<file path="src/rtl/grf_wb_sink_pkg.sv">
// Shared constants for the writeback-side general register file.
package grf_wb_sink_pkg;

    localparam logic [4:0]  GPR_ZERO = 5'd0;
    localparam logic [4:0]  GPR_RA   = 5'd31;
    localparam int unsigned GPR_NUM  = 32;

endpackage

</file>
<file path="src/rtl/grf_read_port.sv">
// One combinational GPR read port with same-cycle writeback bypass.
module grf_read_port
    import grf_wb_sink_pkg::*;
#(
    parameter int unsigned DATA_W = 32,
    parameter int unsigned ADDR_W = 5
) (
    input  logic [ADDR_W-1:0] addr,
    input  logic [DATA_W-1:0] word,
    input  logic              commit,
    input  logic [ADDR_W-1:0] wb_addr,
    input  logic [DATA_W-1:0] wb_data,
    output logic [DATA_W-1:0] data
);

    always_comb begin
        data = word;
        // r0 wins over the bypass so a dropped write can never leak through
        if (addr == ADDR_W'(GPR_ZERO)) begin
            data = '0;
        end else if (commit && (wb_addr == addr)) begin
            data = wb_data;
        end
    end

endmodule

</file>
<file path="src/rtl/grf_wb_sink.sv">
// GPR array at the writeback end: commits W-stage writes, serves two bypassed D-stage read
// ports and keeps a registered commit trace plus a commit counter.
module grf_wb_sink
    import grf_wb_sink_pkg::*;
#(
    parameter int unsigned DATA_W = 32,
    parameter int unsigned ADDR_W = 5,
    parameter int unsigned CNT_W  = 32
) (
    input  logic              clk,
    input  logic              reset,
    input  logic              wb_we,
    input  logic [ADDR_W-1:0] wb_addr,
    input  logic [DATA_W-1:0] wb_data,
    input  logic [DATA_W-1:0] wb_pc,
    input  logic [ADDR_W-1:0] rs_addr,
    input  logic [ADDR_W-1:0] rt_addr,
    output logic [DATA_W-1:0] rs_data,
    output logic [DATA_W-1:0] rt_data,
    output logic              trace_valid,
    output logic [DATA_W-1:0] trace_pc,
    output logic [ADDR_W-1:0] trace_addr,
    output logic [DATA_W-1:0] trace_data,
    output logic [CNT_W-1:0]  commit_cnt
);

    localparam int unsigned NumRegs = 2 ** ADDR_W;

    logic              commit;
    logic [DATA_W-1:0] gpr [1:NumRegs-1];
    logic [DATA_W-1:0] rs_word;
    logic [DATA_W-1:0] rt_word;

    // Short-circuit keeps an X address harmless while wb_we is low
    assign commit = wb_we && (wb_addr != ADDR_W'(GPR_ZERO));

    always_ff @(posedge clk) begin
        if (reset) begin
            for (int i = 1; i < NumRegs; i++) begin
                gpr[i] <= '0;
            end
        end else if (commit) begin
            gpr[wb_addr] <= wb_data;
        end
    end

    // r0 has no storage; the read port forces it to zero
    always_comb begin
        rs_word = '0;
        rt_word = '0;
        if (rs_addr != ADDR_W'(GPR_ZERO)) rs_word = gpr[rs_addr];
        if (rt_addr != ADDR_W'(GPR_ZERO)) rt_word = gpr[rt_addr];
    end

    grf_read_port #(
        .DATA_W (DATA_W),
        .ADDR_W (ADDR_W)
    ) u_rs_port (
        .addr    (rs_addr),
        .word    (rs_word),
        .commit  (commit),
        .wb_addr (wb_addr),
        .wb_data (wb_data),
        .data    (rs_data)
    );

    grf_read_port #(
        .DATA_W (DATA_W),
        .ADDR_W (ADDR_W)
    ) u_rt_port (
        .addr    (rt_addr),
        .word    (rt_word),
        .commit  (commit),
        .wb_addr (wb_addr),
        .wb_data (wb_data),
        .data    (rt_data)
    );

    always_ff @(posedge clk) begin
        if (reset) begin
            trace_valid <= 1'b0;
            trace_pc    <= '0;
            trace_addr  <= '0;
            trace_data  <= '0;
        end else begin
            trace_valid <= commit;
            if (commit) begin
                trace_pc   <= wb_pc;
                trace_addr <= wb_addr;
                trace_data <= wb_data;
            end
        end
    end

    always_ff @(posedge clk) begin
        if (reset) begin
            commit_cnt <= '0;
        end else if (commit) begin
            commit_cnt <= commit_cnt + 1'b1;
        end
    end

endmodule

</file>
<file path="config.mk">
export PLATFORM = sky130hd
export DESIGN_NAME = grf_wb_sink
export DESIGN_NICKNAME = d
export VERILOG_FILES = /design/src/rtl/grf_wb_sink_pkg.sv /design/src/rtl/grf_read_port.sv /design/src/rtl/grf_wb_sink.sv
export SDC_FILE = /design/constraint.sdc
export NUM_CORES = 2
export LEC_CHECK = 0
export CORE_ASPECT_RATIO = 1.2
export CORE_UTILIZATION = 60
export CTS_CLUSTER_DIAMETER = 30
export CTS_CLUSTER_SIZE = 30
export DETAILED_ROUTE_END_ITERATION = 7
export HOLD_SLACK_MARGIN = 0.05
export PLACE_DENSITY = 0.76
export SYNTH_ARGS = -nofsm -noshare
export SYNTH_HDL_FRONTEND = slang
export SYNTH_SLANG_ARGS = --single-unit
</file>
<file path="constraint.sdc">
create_clock -name clk -period 5.7 [get_ports clk]
set_input_delay 0.855 -clock clk [delete_from_list [all_inputs] [get_ports clk]]
set_output_delay 0.855 -clock clk [all_outputs]
set_load 0.02 [all_outputs]
</file>
# Word level (Yosys, flattened, before mapping)
# Memories as Yosys holds them, arrays and structs flattened.
# Cells that the tools add are included.
# word_totals
mem_count,1
in_bits,82
register_bits,102
out_inout_bits,166
mem_bits_rw,992
word_cells,32
# memory_table
memory,words,width,rd,rd_clocked_by_memory_dff,write_ports,line,text
gpr,31,32,2,0,31,grf_wb_sink.sv:30,logic [DATA_W-1:0] gpr [1:NumRegs-1];
# op_classes
n_eq_ne,2
mux,14
n_addsub,1
n_reduce_logical,9
# ops
cell,n
$mux W32,7
$add A32 B1 Y32 const B,1
$reduce_or A32 Y1,1
$reduce_bool A5 Y1,3
$eq A5 B5 Y1,2
$logic_not A5 Y1,2
$mux W1,6
$mux W5,1
$logic_and A1 B1 Y1,3

# Logic depth before layout (Yosys ltp)
# logic_depth
depth_word,7
depth_mapped,10
depth_no_buf,5

# Cells and area by module
# Synthesis repeated with hierarchy kept, for this count alone.
# unflattened
cells_unflattened,4238
hier_area_um2,59658.5
# modules_own_cells
module,area_each_um2,cells_each,seq_area_each_um2,n_inst
grf_wb_sink,58367.2,3992,32791.4,1
grf_read_port,645.6,123,0.0,2

# Least setup slack after synthesis
# Ideal clock, no wire load.
# synth_timing
kind,input to output
from,input rs_addr[0]
to,output rs_data[11]
required_time_ns,4.845
arrival_time_ns,2.682
cell_stages,8
path_slack_ns,2.163
path_buffers,5
path_cell_list,buf_2 -> buf_6 -> buf_6 -> buf_6 -> buf_2 -> mux4_2 -> a221oi_1 -> o211ai_1
# synth_between
elab_chain_cells,4
elab_cells_between_ends,8
classes_between,eq/ne (1); mux (3); reduce/logical (3); memory (1)
# synth_lines
element,line,text
"start, declared",grf_wb_sink.sv:16,"input logic [ADDR_W-1:0] rs_addr,"
"$mem_v2 Z31 W32, or another cell as far along",-,
$mux W32 / $logic_and A1 B1 Y1 (equally long branches),"grf_wb_sink.sv:51, grf_read_port.sv:21",
$mux W32,grf_read_port.sv:21,end else if (commit && (wb_addr == addr)) begin
$mux W32 (*),grf_read_port.sv:19,if (addr == ADDR_W'(GPR_ZERO)) begin
"end, declared",grf_wb_sink.sv:18,"output logic [DATA_W-1:0] rs_data,"
# Mark *: on every way between the ends. The rest lies on a longest branch, timed or not.

# Final worst setup path
# layout_timing
from,input rt_addr[3]
to,output rt_data[19]
# layout_between
elab_chain_cells,4
elab_cells_between_ends,8
classes_between,eq/ne (1); mux (3); reduce/logical (3); memory (1)
# layout_lines
element,line,text
"start, declared",grf_wb_sink.sv:17,"input logic [ADDR_W-1:0] rt_addr,"
"$mem_v2 Z31 W32, or another cell as far along",-,
$mux W32 / $logic_and A1 B1 Y1 (equally long branches),"grf_wb_sink.sv:52, grf_read_port.sv:21",
$mux W32,grf_read_port.sv:21,
$mux W32 (*),grf_read_port.sv:19,
"end, declared",grf_wb_sink.sv:19,"output logic [DATA_W-1:0] rt_data,"
# Marks and branches as above.

==> impl_metrics.toml <==
[run_status]
status = "complete, no violations"

[sta]
setup_ws_ns = 0.185
grt_setup_unrepaired = "no"
fmax_ghz = 0.181
worst_pin_slew_ns = 1.26
totalNegativeSetupSlack_ns = 0
slew_viol_final = 0
post-route-period-util_pct = 96.8
setup_viol = 0
timing.max_slew.rel_slack_pct = 15.9
finalHoldViolCount = 0
period_minus_slack_ns = 5.51
fin_skew_ns = 0.0242

[floorplanning]
die_area_um2 = 98800
placement_rows = 125
die_height_um = 344
io-pin-count = 248
chipWidth_um = 287
core-area_um2 = 96700
initial_core_utilization_pct = 60.5

[pwr]
vdd.ir_drop.worst_uv = 328
leakagePower_nw = 24.1
power.density_nw_per_um2 = 343

[global_route]
grt_usage_pct = 38.5
grt_overflow_total = 0
grt_pass1_wl_um = 268000
grt_max_degree = 80
grt_antenna_before_repair = 8
grt_pass1_vias = 39300

[worst_hold_path]
class_of_the_worst_hold_path = "reg2reg"
origin_of_the_worst_min_delay_path = "trace_data[20]"

[synth]
postSynth.asyncResetShare_pct = 0
postSynthRegisterBits = 1126
ys_seq_area_share_pct = 56.0
syn-mean-instance-area_um2 = 14.5
yosysWarningCount = 0
syn-cell-area_um2 = 58500
synth_enable_flop_cells = 1024
synth_cells = 4042
post_synth_num_cell_types = 58
flip_flop_cell_with_the_highest_count_after_synthesis = "sky130_fd_sc_hd__edfxtp_1"

[setup_path]
required_ns = 4.85
worst-endpoint-arrival_ns = 4.66
timing.critical_path.to_type = "output pin"
critical_path.max_fanout = 15
worstReg2RegStart = "commit_cnt[2]"
crit_path_class = "in2out"
worst_setup_path_start_kind = "input port"
critical_path.endpoint = "rt_data[19]"
worstReg2RegEnd = "commit_cnt[30]"
r2r_setup_slack_ns = 3.36
worst-r2r-cell-count = 5
critical_path.startpoint = "rt_addr[3]"

[cts]
cts-root-to-sink-buffers = 3
cts-buffers-inserted = 186
post-cts-setup-buffer-count = 0
cts.reportedPaths.clkPinSlew_ns = 0.05
cts_repair_resize_count = 0
tritoncts = "done"
htreeDepth = 4
clock_latency_ns = 0.81
post_cts_hold_buffer_count = 0
clock_sinks = 1126
root_buffer = "sky130_fd_sc_hd__clkbuf_16"

[detailed_routing]
wire_length_reported_by_the_detailed_router_um = 188000
detailedRoute.firstPassIterationCount = 8
detailroute.via_count = 39200
initialDrtViolationCount = 5592
vias_per_cell = 6.89
routed_wire_length_per_instance_um = 33.0
drc = 0
drtAntennaViolNets = 0

[placed_design]
dp_slack_ns = 0.418
io_buffer_count = 247
globalplace.congestion = 0.907
place.detailed.hpwl_um = 113000

[finish]
fill_count = 6108
drive_above_1_share_pct = 25.2
layout.cells.most_common = "sky130_fd_sc_hd__edfxtp_1"
most-common-layout-cells = "sky130_fd_sc_hd__edfxtp_1 (1024), sky130_fd_sc_hd__and2_1 (995), sky130_fd_sc_hd__mux4_2 (525), sky130_fd_sc_hd__nand2_1 (248), sky130_fd_sc_hd__clkdlybuf4s50_1 (229)"
area.growth.synth_to_final_pct = 18.2
nets = 4337

[run]
max-cap-violations = 0
-- synthesized netlist by cell type (all sizes together), types with 8 or more instances --
library cell,n,area share [%]
xor2,9,0.13
nand2b,36,0.38
nand3,23,0.21
mux4,525,20
nand2,248,1.6
dfxtp,102,3.5
a21oi,123,1.1
nor2,93,0.61
or3,13,0.14
mux2i,49,0.84
edfxtp,1024,53
nor2b,8,0.086
o211ai,34,0.47
nor3,11,0.10
clkbuf,315,2.1
a221oi,32,0.51
and2,997,11
o21ai,12,0.10
a22o,32,0.48
buf,109,1.1
a22oi,145,1.9
or2,33,0.36
xnor2,19,0.28
-- routing by layer --
| metal | global-route usage [%] | wire [um] | vias up |
|---|---|---|---|
| met3 | 13.6 | 26700 | 668 |
| met2 | 59.9 | 89300 | 3055 |
| met1 | 48.3 | 62400 | 19700 |
| met5 | 0 | 49 | - |
| met4 | 19.3 | 9670 | 8 |
| li1 | - | - | 15800 |
-- worst min-delay path by stage --
stage                      to  depth (start not counted)
2_1_floorplan  trace_data[31]                          2
4_1_cts        trace_data[29]                          2
5_1_grt          trace_pc[22]                          2
6_report       trace_data[20]                          2
3_5_place_dp     trace_pc[21]                          2
3_3_place_gp      trace_pc[8]                          2
-- metrics by stage --
| step | hold slack (ns) | power, mW | cells | utilization, % | cell area (um^2) |
|---|---|---|---|---|---|
| after global routing | 0.466 | 24.2 | 5691 | 71.6 | 69200 |
| after detailed placement | 0.446 | 12.5 | 5336 | 65.0 | 62800 |
| final | 0.450 | 23.8 | 5698 | 71.6 | 69200 |
| after global placement | 0.440 | 12.4 | 5335 | 65.0 | 62800 |
| after floorplan | 0.533 | 11.3 | 4073 | - | 58600 |
| after CTS | 0.452 | 23.7 | 5689 | 71.6 | 69200 |
-- power breakdown --
group / switching, mW / internal [mW] / leakage, nW
Combinational: 1.57 / 1.15 / 10.5
Sequential: 0.225 / 9.46 / 10.6
Clock: 4.18 / 7.17 / 3.07
Total: 5.98 / 17.8 / 24.1
-- worst max-delay path, cell delays in order --
cell and delay [ns]:
sky130_fd_sc_hd__clkdlybuf4s50_1 1.02, sky130_fd_sc_hd__or2_2 0.65, sky130_fd_sc_hd__nor4_4 0.60, sky130_fd_sc_hd__nor2_4 0.27, sky130_fd_sc_hd__buf_4 0.26, sky130_fd_sc_hd__a22oi_1 0.27
sky130_fd_sc_hd__a21oi_1 0.15, sky130_fd_sc_hd__clkdlybuf4s50_1 0.56
-- cell families (layout without fill, tap and decap cells) --
logic type,count (synthesis),after routing,share of synthesized area (%)
flops,1126,1126,56.0
simple gates,1491,1491,14.6
compound gates,392,392,4.66
xor+xnor,28,28,0.419
fa+ha+maj,1,1,0.0214
mux,574,574,21.0
buf+inv,429,775,3.25
other cells,1,41,0.00641
-- area by class of cell --
cell class | count | area (um^2) | share of cell area [%]
timing repair buffer | 417 | 4180 | 6.05
tap | 1270 | 1590 | 2.30
clock buffer | 217 | 4830 | 6.99
inverter | 5 | 18.8 | 0.0271
multi-input combinational | 2518 | 24200 | 35.0
sequential | 1126 | 32800 | 47.4
clock inverter | 136 | 1520 | 2.19
antenna | 9 | 22.5 | 0.0326
-- registers in the layout, indices dropped and copies added, names as in the netlist --
| name | flops |
|---|---|
| trace_data | 32 |
| trace_addr | 5 |
| trace_valid | 1 |
| trace_pc | 32 |
| gpr | 1024 |
| commit_cnt | 32 |
Note: power is estimated with default switching activity, not from simulation.
